[src/rtl/nes_pkg.sv]
// Shared definitions for the NES joypad block: button bit positions,
// PS/2 set-2 scancodes, decoder state encoding and the key map itself.
package nes_pkg;

    // Bit positions inside a joy byte; {Right, Left, Down, Up, Start, Select, B, A}
    localparam int BTN_A      = 0;
    localparam int BTN_B      = 1;
    localparam int BTN_SELECT = 2;
    localparam int BTN_START  = 3;
    localparam int BTN_UP     = 4;
    localparam int BTN_DOWN   = 5;
    localparam int BTN_LEFT   = 6;
    localparam int BTN_RIGHT  = 7;

    // Prefix bytes
    localparam logic [7:0] SC_EXT   = 8'hE0;
    localparam logic [7:0] SC_BRK   = 8'hF0;

    // Port 1 letter keys
    localparam logic [7:0] SC_Z     = 8'h1A;
    localparam logic [7:0] SC_X     = 8'h22;
    localparam logic [7:0] SC_C     = 8'h21;
    localparam logic [7:0] SC_V     = 8'h2A;

    // Port 2 letter keys
    localparam logic [7:0] SC_K     = 8'h42;
    localparam logic [7:0] SC_L     = 8'h4B;
    localparam logic [7:0] SC_I     = 8'h43;
    localparam logic [7:0] SC_O     = 8'h44;

    // Direction codes: with E0 prefix they are the arrow keys (port 1),
    // without prefix they are the numeric keypad (port 2).
    localparam logic [7:0] SC_UP    = 8'h75;
    localparam logic [7:0] SC_DOWN  = 8'h72;
    localparam logic [7:0] SC_LEFT  = 8'h6B;
    localparam logic [7:0] SC_RIGHT = 8'h74;

    typedef enum logic [1:0] {
        ST_IDLE    = 2'd0,
        ST_EXT     = 2'd1,
        ST_BRK     = 2'd2,
        ST_EXT_BRK = 2'd3
    } kbd_state_t;

    // Button mask covering both controllers
    typedef struct packed {
        logic [7:0] joy2;
        logic [7:0] joy1;
    } btn_mask_t;

    // Buttons addressed by a code received without the E0 prefix
    function automatic btn_mask_t map_plain(input logic [7:0] code);
        btn_mask_t m;
        m = '0;
        case (code)
            SC_Z:     m.joy1[BTN_A]      = 1'b1;
            SC_X:     m.joy1[BTN_B]      = 1'b1;
            SC_C:     m.joy1[BTN_SELECT] = 1'b1;
            SC_V:     m.joy1[BTN_START]  = 1'b1;
            SC_K:     m.joy2[BTN_A]      = 1'b1;
            SC_L:     m.joy2[BTN_B]      = 1'b1;
            SC_I:     m.joy2[BTN_SELECT] = 1'b1;
            SC_O:     m.joy2[BTN_START]  = 1'b1;
            SC_UP:    m.joy2[BTN_UP]     = 1'b1;
            SC_DOWN:  m.joy2[BTN_DOWN]   = 1'b1;
            SC_LEFT:  m.joy2[BTN_LEFT]   = 1'b1;
            SC_RIGHT: m.joy2[BTN_RIGHT]  = 1'b1;
            default:  m = '0;
        endcase
        return m;
    endfunction

    // Buttons addressed by a code received after the E0 prefix
    function automatic btn_mask_t map_ext(input logic [7:0] code);
        btn_mask_t m;
        m = '0;
        case (code)
            SC_UP:    m.joy1[BTN_UP]     = 1'b1;
            SC_DOWN:  m.joy1[BTN_DOWN]   = 1'b1;
            SC_LEFT:  m.joy1[BTN_LEFT]   = 1'b1;
            SC_RIGHT: m.joy1[BTN_RIGHT]  = 1'b1;
            default:  m = '0;
        endcase
        return m;
    endfunction

endpackage

[src/rtl/nes_joypad_joy_shift.sv]
// Serial controller shift register for one NES port. Parallel load while
// strobe is active, shift right on each read with a fill bit entering at
// bit 7 so reads past the eighth return the fill value.
module joy_shift (
    input  logic       clock,
    input  logic       reset,
    input  logic       load,
    input  logic [7:0] load_data,
    input  logic       shift,
    input  logic       fill,
    output logic [7:0] sr_q
);

    logic [7:0] sr_reg;
    logic [7:0] sr_next;

    // Load has priority; load and shift are mutually exclusive in practice
    always_comb begin
        sr_next = sr_reg;
        if (load) begin
            sr_next = load_data;
        end else if (shift) begin
            sr_next = {fill, sr_reg[7:1]};
        end
    end

    // Register update
    always_ff @(posedge clock) begin
        if (reset) begin
            sr_reg <= 8'h00;
        end else begin
            sr_reg <= sr_next;
        end
    end

    assign sr_q = sr_reg;

endmodule

[src/rtl/nes_joypad.sv]
// PS/2 keyboard to dual NES controller bridge. Decodes the make/break
// scancode stream into two live button bytes and serves them to the CPU
// through the $4016/$4017 strobe-and-shift protocol.
module nes_joypad
    import nes_pkg::*;
#(
    parameter logic       READ_FILL = 1'b1,
    parameter logic [6:0] OPEN_BUS  = 7'b0100000
) (
    input  logic       clock,
    input  logic       reset,
    input  logic [7:0] kbd_data,
    input  logic       kbd_data_en,
    input  logic       cpu_sel,
    input  logic       cpu_a0,
    input  logic       cpu_read,
    input  logic       cpu_write,
    input  logic [7:0] cpu_wdata,
    output logic [7:0] cpu_rdata,
    output logic [7:0] joy1,
    output logic [7:0] joy2
);

    // ------------------------------------------------------------------
    // Scancode decoder
    // ------------------------------------------------------------------
    kbd_state_t state_reg;
    kbd_state_t state_next;
    btn_mask_t  set_mask;
    btn_mask_t  clr_mask;
    btn_mask_t  joy_reg;
    btn_mask_t  joy_next;

    // Decoder state register; reset drops any pending prefix
    always_ff @(posedge clock) begin
        if (reset) begin
            state_reg <= ST_IDLE;
        end else begin
            state_reg <= state_next;
        end
    end

    // Prefix tracking: E0 and F0 only matter as leading bytes
    always_comb begin
        state_next = state_reg;
        if (kbd_data_en) begin
            case (state_reg)
                ST_IDLE: begin
                    if (kbd_data == SC_EXT) begin
                        state_next = ST_EXT;
                    end else if (kbd_data == SC_BRK) begin
                        state_next = ST_BRK;
                    end else begin
                        state_next = ST_IDLE;
                    end
                end
                ST_EXT: begin
                    if (kbd_data == SC_BRK) begin
                        state_next = ST_EXT_BRK;
                    end else begin
                        state_next = ST_IDLE;
                    end
                end
                default: state_next = ST_IDLE;
            endcase
        end
    end

    // Button actions: make codes set bits, break codes clear them.
    // Prefix bytes map to nothing, so they never touch the masks.
    always_comb begin
        set_mask = '0;
        clr_mask = '0;
        if (kbd_data_en) begin
            case (state_reg)
                ST_IDLE:    set_mask = map_plain(kbd_data);
                ST_EXT:     set_mask = map_ext(kbd_data);
                ST_BRK:     clr_mask = map_plain(kbd_data);
                ST_EXT_BRK: clr_mask = map_ext(kbd_data);
                default: begin
                    set_mask = '0;
                    clr_mask = '0;
                end
            endcase
        end
    end

    assign joy_next = (joy_reg & ~clr_mask) | set_mask;

    // Live button state for both ports
    always_ff @(posedge clock) begin
        if (reset) begin
            joy_reg <= '0;
        end else begin
            joy_reg <= joy_next;
        end
    end

    assign joy1 = joy_reg.joy1;
    assign joy2 = joy_reg.joy2;

    // ------------------------------------------------------------------
    // Controller port interface
    // ------------------------------------------------------------------
    logic            strobe_reg;
    logic            strobe_next;
    logic            wr_strobe;
    logic            rd_en;
    logic            load_en;
    logic            rd_bit;
    logic [7:0]      cpu_rdata_reg;
    logic [1:0][7:0] port_joy;
    logic [1:0][7:0] sr_q;
    logic [1:0]      shift_en;
    logic            unused_wdata;

    // Only bit 0 of a $4016 write carries the strobe; $4017 writes go to the APU
    assign wr_strobe    = cpu_sel & cpu_write & ~cpu_a0;
    assign strobe_next  = wr_strobe ? cpu_wdata[0] : strobe_reg;
    assign rd_en        = cpu_sel & cpu_read;
    assign unused_wdata = ^cpu_wdata[7:1];

    // Reload every cycle while strobe is high, except on the cycle that
    // drops it: the registers keep what the previous cycle loaded.
    assign load_en = strobe_reg & ~(wr_strobe & ~cpu_wdata[0]);

    assign port_joy[0] = joy_reg.joy1;
    assign port_joy[1] = joy_reg.joy2;

    // Shared strobe register
    always_ff @(posedge clock) begin
        if (reset) begin
            strobe_reg <= 1'b0;
        end else begin
            strobe_reg <= strobe_next;
        end
    end

    // One shift register per port; only the addressed port shifts on a read
    genvar gi;
    generate
        for (gi = 0; gi < 2; gi++) begin : g_port
            assign shift_en[gi] = rd_en & ~strobe_reg & (cpu_a0 == (gi == 1));

            joy_shift u_shift (
                .clock     (clock),
                .reset     (reset),
                .load      (load_en),
                .load_data (port_joy[gi]),
                .shift     (shift_en[gi]),
                .fill      (READ_FILL),
                .sr_q      (sr_q[gi])
            );
        end
    endgenerate

    // While strobed the controller reports the live A button directly
    assign rd_bit = strobe_reg ? port_joy[cpu_a0][BTN_A] : sr_q[cpu_a0][0];

    // Registered read data, held until the next read
    always_ff @(posedge clock) begin
        if (reset) begin
            cpu_rdata_reg <= {OPEN_BUS, 1'b0};
        end else if (rd_en) begin
            cpu_rdata_reg <= {OPEN_BUS, rd_bit};
        end
    end

    assign cpu_rdata = cpu_rdata_reg;

endmodule

[config.mk]
export PLATFORM = sky130hd
export DESIGN_NAME = nes_joypad
export DESIGN_NICKNAME = d
export VERILOG_FILES = /design/src/rtl/nes_pkg.sv /design/src/rtl/nes_joypad_joy_shift.sv /design/src/rtl/nes_joypad.sv
export SDC_FILE = /design/constraint.sdc
export NUM_CORES = 1
export LEC_CHECK = 0
export CORE_MARGIN = 2
export CORE_UTILIZATION = 52
export CTS_CLUSTER_SIZE = 40
export DETAILED_ROUTE_END_ITERATION = 7
export DONT_BUFFER_PORTS = 1
export PLACE_DENSITY_LB_ADDON = 0.2
export SYNTH_ARGS = -nofsm -noshare
export SYNTH_HDL_FRONTEND = slang
export SYNTH_SLANG_ARGS = --single-unit
[constraint.sdc]
create_clock -name clock -period 3.13 [get_ports clock]
set_input_delay 0.626 -clock clock [delete_from_list [all_inputs] [get_ports clock]]
set_output_delay 0.626 -clock clock [all_outputs]
set_load 0.005 [all_outputs]
==> metrics.csv <==
metric,value,unit
outcome,"complete, no violations",
p_leak,0.7462,nW
holdCritPathClass,in2reg,
post-place-ws,1.431,ns
drv_slew,0,
cts-resized-gates,0,
crit_family,buffers and inverters,
vias_per_cell,5.860,
irDropWorstVdd,154.3,uV
grt_first_pass_wirelength,6479,um
power,840.0,uW
fp-row-count,22,
synth_area,1941,um^2
synth_cells,198,
wire_per_inst,15.86,um
critical_path_required,3.33,ns
critPathSlowestCell,inv_1,
drc,0,
grt_util_met1,24.35,%
first_pass_iters,4,
use_met3,5.651,%
synthFlopType,dfxtp_1,
cts.path.max_buffers,2,
fin_ws,1.715,ns
timing_worst_slew_pin_value,0.8625,ns
worstSkewPairLatency,0.28,ns
syn2layout_area_growth,-0.00005153,%
htree_levels,2,
clk_pin_slew,0.07,ns
skew,0.005673,ns
drive_gt1_share,10.64,%
n_antenna_cell,0,
synth_seq_area_share,37.14,%
start_util,53.41,%
dieArea,4237,um^2
finalCritPeriodShare,45.22,%
relSlewSlack,42.44,%
setup_violations,0,
synth_edf_count,0,
power-per-cell-area,432.8,nW/um^2
grt-busiest-layer,met2,
antenna_found_initial,0,
hpwl,2850,um
met2_usage,32.35,%
cp_num_buf_inv,1,
port_buffers,0,
syn_area_per_cell,9.801,um^2
crit_arrival,1.62,ns
coreArea,3633,um^2
critPathLaunchType,input pin,
nets,211,
rsz0062_at_grt,no,
cts_setup_buffers,0,
async_flop_share,0,%
cp_slowest_stage_delay,0.61,ns
largest_reg_flops,16,
wirelength,3743,um
drtIter0Drc,33,
yosysWarnings,0,
numCtsBuffers,5,
vias,1383,
cp_max_fo,30,
tns,0,ns
critPathKind,in2reg,
layout_min_cycle_time,1.415,ns
drv_cap,0,
cp-end-kind,flip-flop,
num_io_pins,47,
synth-seq-cells,36,
die_h,65.09,um
ys_types,33,
die_x,65.09,um
grt_max_degree,31,
clkSinkCount,36,
fmax,706.5,MHz
root_buffer,clkbuf_8,
gp_congestion,0.8081,
cts_hold_buffers,0,
grt_pass1_vias,1313,
cts_tree,built,
final-hold-violation-count,0,
grt.total_usage,19.44,%
cp_cell_sequence,"inv_1, o31ai_1, a21oi_1",
drtAntennaViolNets,0,
grt_overflow,0,
finalHoldWorstSlack,0.4031,ns
-- worst reg2reg max path, delay by kind of cell, from the launching register on --
family / cells / cell delay (ns)
muxes: 1 / 0.25
DFF: 1 / 0.38
and+or+nand+nor: 1 / 0.56
AOI/OAI and AO/OA: 1 / 0.09
-- final cells by class --
class / instances / area [um^2]
clock buffer: 6 / 72.57
inverter: 3 / 11.26
clock inverter: 1 / 5.005
multi-input combinational: 142 / 1071
tap: 48 / 60.06
sequential: 36 / 720.7
fill: 349 / 1693
-- cells in the mapped netlist (3+ instances only) --
library cell | count | area, um^2
buf_2 | 5 | 25.02
mux2i_1 | 31 | 310.3
nand4_1 | 3 | 18.77
clkbuf_1 | 4 | 15.01
nand2_1 | 20 | 75.07
inv_1 | 3 | 11.26
a21oi_1 | 18 | 90.09
dfxtp_1 | 36 | 720.7
nand3_1 | 16 | 80.08
o31ai_1 | 13 | 97.59
and4bb_2 | 4 | 50.05
nor4b_2 | 3 | 45.04
buf_6 | 5 | 56.30
buf_4 | 8 | 60.06
and4b_1 | 4 | 40.04
-- metrics by stage --
| step | std cells | util (%) | instance area [um^2] |
|---|---|---|---|
| final | 236 | 53.41 | 1941 |
| after global routing | 236 | 53.41 | 1941 |
| after CTS | 236 | 53.41 | 1941 |
| after detailed placement | 229 | 51.27 | 1863 |
| after global placement | 229 | 51.27 | 1863 |
| after floorplan | 203 | - | 1959 |
-- power by group --
group	internal, mW	total [mW]	switching, mW	leakage, nW
clock	0.151	0.301	0.149	0.0410
sequential	0.468	0.474	0.00611	0.291
combinational	0.0292	0.0653	0.0361	0.414
total	0.648	0.840	0.192	0.746
-- metal layers --
layer	wire [um]	part of all wire, %
met2	1789	48
met1	1701	45
met5	0	0
met4	49	1.3
met3	202	5.4
-- cell families after synthesis --
group,count (synthesis),synth area share [%]
simple gates,67,24.31
compound gates,36,12.38
flops,36,37.14
mux,32,17.15
buf+inv,25,8.639
other cells,2,0.3870
-- layout by cell type (no fill, tap or decap), drive strengths merged, types with 5 or more instances in the layout --
cell type and count:
and4bb 5, nor4b 6, dfxtp 36, mux2i 31, nand3 16, clkbuf 6
conb 7, a21oi 18, o31ai 14, nand2 20
-- path summary, 6_finish.rpt --
path                                           startpoint                                     end  slack, ns  depth (start not counted)
worst max-delay path                                reset  g_port[1].u_shift.sr_q[2]$_SDFFE_PP0P_       1.71                          3
worst min-delay path                                reset               state_reg[0]$_SDFFE_PP0P_       0.40                          1
worst max register to register    strobe_reg$_SDFFE_PP0N_  g_port[1].u_shift.sr_q[2]$_SDFFE_PP0P_       1.72                          3
worst min register to register  state_reg[1]$_SDFFE_PP0P_               state_reg[1]$_SDFFE_PP0P_       0.48                          2
(Power assumes the default switching activity.)
==> edit, RTL diff (config.mk and constraints unchanged) <==
Change the parameter `READ_FILL` from 1'b1 to 1'b0.
--- a/src/rtl/nes_joypad.sv
+++ b/src/rtl/nes_joypad.sv
@@ -6,3 +6,3 @@
 #(
-    parameter logic       READ_FILL = 1'b1,
+    parameter logic       READ_FILL = 1'b0,
     parameter logic [6:0] OPEN_BUS  = 7'b0100000
Formal check against the unedited RTL: not equivalent (a bounded check fails within 10 cycles, from zero or initial values and one cycle with reset high).
==> edit against the original RTL <==
Setup slack got worse by 0.13 ns. Routed wire length decreased by 1.1%. Final area increased by 0.58%. Area after synthesis decreased by 0.52%. Largest power group unchanged. Sequential cell count unchanged. Critical path type unchanged. Total power increased by 3.5%. Critical path depth unchanged.
==> edit: results (changes against the original RTL) <==
stage,metric,value,unit,change
worst_setup_path,critical-path-top-delay-family,compound AO/OA/AOI/OAI gates,,
pwr,p_leak,0.795,nW,+6.6%
synth,synth.distinct_cells,34,,+3.0%
timing,setup_tns,0,ns,unchanged
cells_and_area,n_antenna_cell,0,,unchanged
worst_setup_path,setup.worst_path.start,cpu_a0,,
global_route,grt_pass1_vias,1295,,-1.4%
placed_design,hpwl,2740,microns,-3.9%
drt,wl_per_cell,15.6,microns,-1.5%
run_status,status,"finished, final reports clean",,
drt,dr_total_vias,1360,,-1.7%
synth,synth_common_cells,"36 x dfxtp_1, 31 x mux2i_1, 19 x nand2_1, 18 x a21oi_1",,
worst_setup_path,critical_path_arrival,1.67,ns,+0.05 ns
global_route,grt_pass1_wl,6290,microns,-3.0%
drt,dr.first_iter.drc_count,37,,+12%
cts,htreeDepth,2,,unchanged
pwr,p_int,0.673,mW,+3.9%
worst_setup_path,critPathMaxStageDelay,0.73,ns,+0.12 ns
pwr,vdd_drop_max,186,uV,+21%
worst_setup_path,cp_slowest_cell,o21ai_1,,
timing,worstMarginPinSlew,0.918,ns,+0.0550 ns
timing,fin_skew,0.00404,ns,-0.00163 ns
global_route,grt_usage,0.194,,-0.000612
cells_and_area,drive_above_1_share,0.101,,-0.00585
synth,synth_most_common_cell,dfxtp_1,,
placed_design,gp_congestion,0.757,,-6.4%
cells_and_area,fill_cells,338,,-3.2%
drt,vias_per_cell,5.74,,-2.1%
worst_setup_path,cp_max_fo,14,,-53%
synth,yosysSeqAreaShare,0.373,,+0.00193
synth,synth.area.top_cells,"dfxtp_1 37%, mux2i_1 16%, o31ai_1 5.4%",,
worst_setup_path,worstReg2RegEnd,g_port[1].u_shift.sr_q[6],,
==> edit: layout make-up <==
cell class	count	area share
Multi-Input combinational cell	142	0.548
Clock buffer	8	0.0462
Tap cell	48	0.0308
Sequential cell	36	0.369
Inverter	3	0.00577
==> edit: routing by layer <==
layer | wire, microns | share of wire | vias to the layer above | track usage
li1 | - | - | 699 | -
met1 | 1670 | 0.45 | 628 | 0.242
met2 | 1790 | 0.48 | 27 | 0.311
met3 | 184 | 0.050 | 6 | 0.0625
met4 | 60 | 0.016 | 0 | 0.0718
met5 | 0 | 0 | - | 0
==> edit: kinds of logic after synthesis <==
group | after synthesis | synth area share
AND/OR/NAND/NOR | 66 | 0.242
AO/OA/AOI/OAI | 37 | 0.126
flip-flops | 36 | 0.373
multiplexers | 32 | 0.172
buffers and inverters | 25 | 0.0823
other | 2 | 0.00389
==> edit: power groups by stage <==
stage	clock, mW	combinational, mW	sequential, mW
after floorplan	0	0.0688	0.480
after global placement	0	0.0618	0.482
after detailed placement	0	0.0624	0.482
after CTS	0.344	0.0624	0.472
after global routing	0.364	0.0697	0.472
final	0.335	0.0625	0.472
==> edit: worst min-delay path by stage <==
stage / start / to / slack [ns] / cells past startpoint
after floorplan: state_reg[1] / state_reg[1] / 0.44 / 2
after global placement: state_reg[1] / state_reg[1] / 0.46 / 2
after detailed placement: cpu_rdata[0] / cpu_rdata[0] / 0.47 / 2
after CTS: reset / state_reg[0] / 0.39 / 1
after global routing: reset / g_port[0].u_shift.sr_q[7] / 0.38 / 1
final: reset / state_reg[0] / 0.40 / 1
==> edit: per-stage QoR <==
stage	instance area [sq um]	setup WS, ns	total power, mW	utilization	hold slack, ns
floorplan	1950	1.68	0.548	-	0.444
global placement	1860	1.30	0.543	0.516	0.457
detailed placement	1860	1.28	0.544	0.516	0.471
CTS	1950	1.58	0.878	0.541	0.388
global route	1950	1.40	0.906	0.541	0.385
finish	1950	1.59	0.869	0.541	0.396
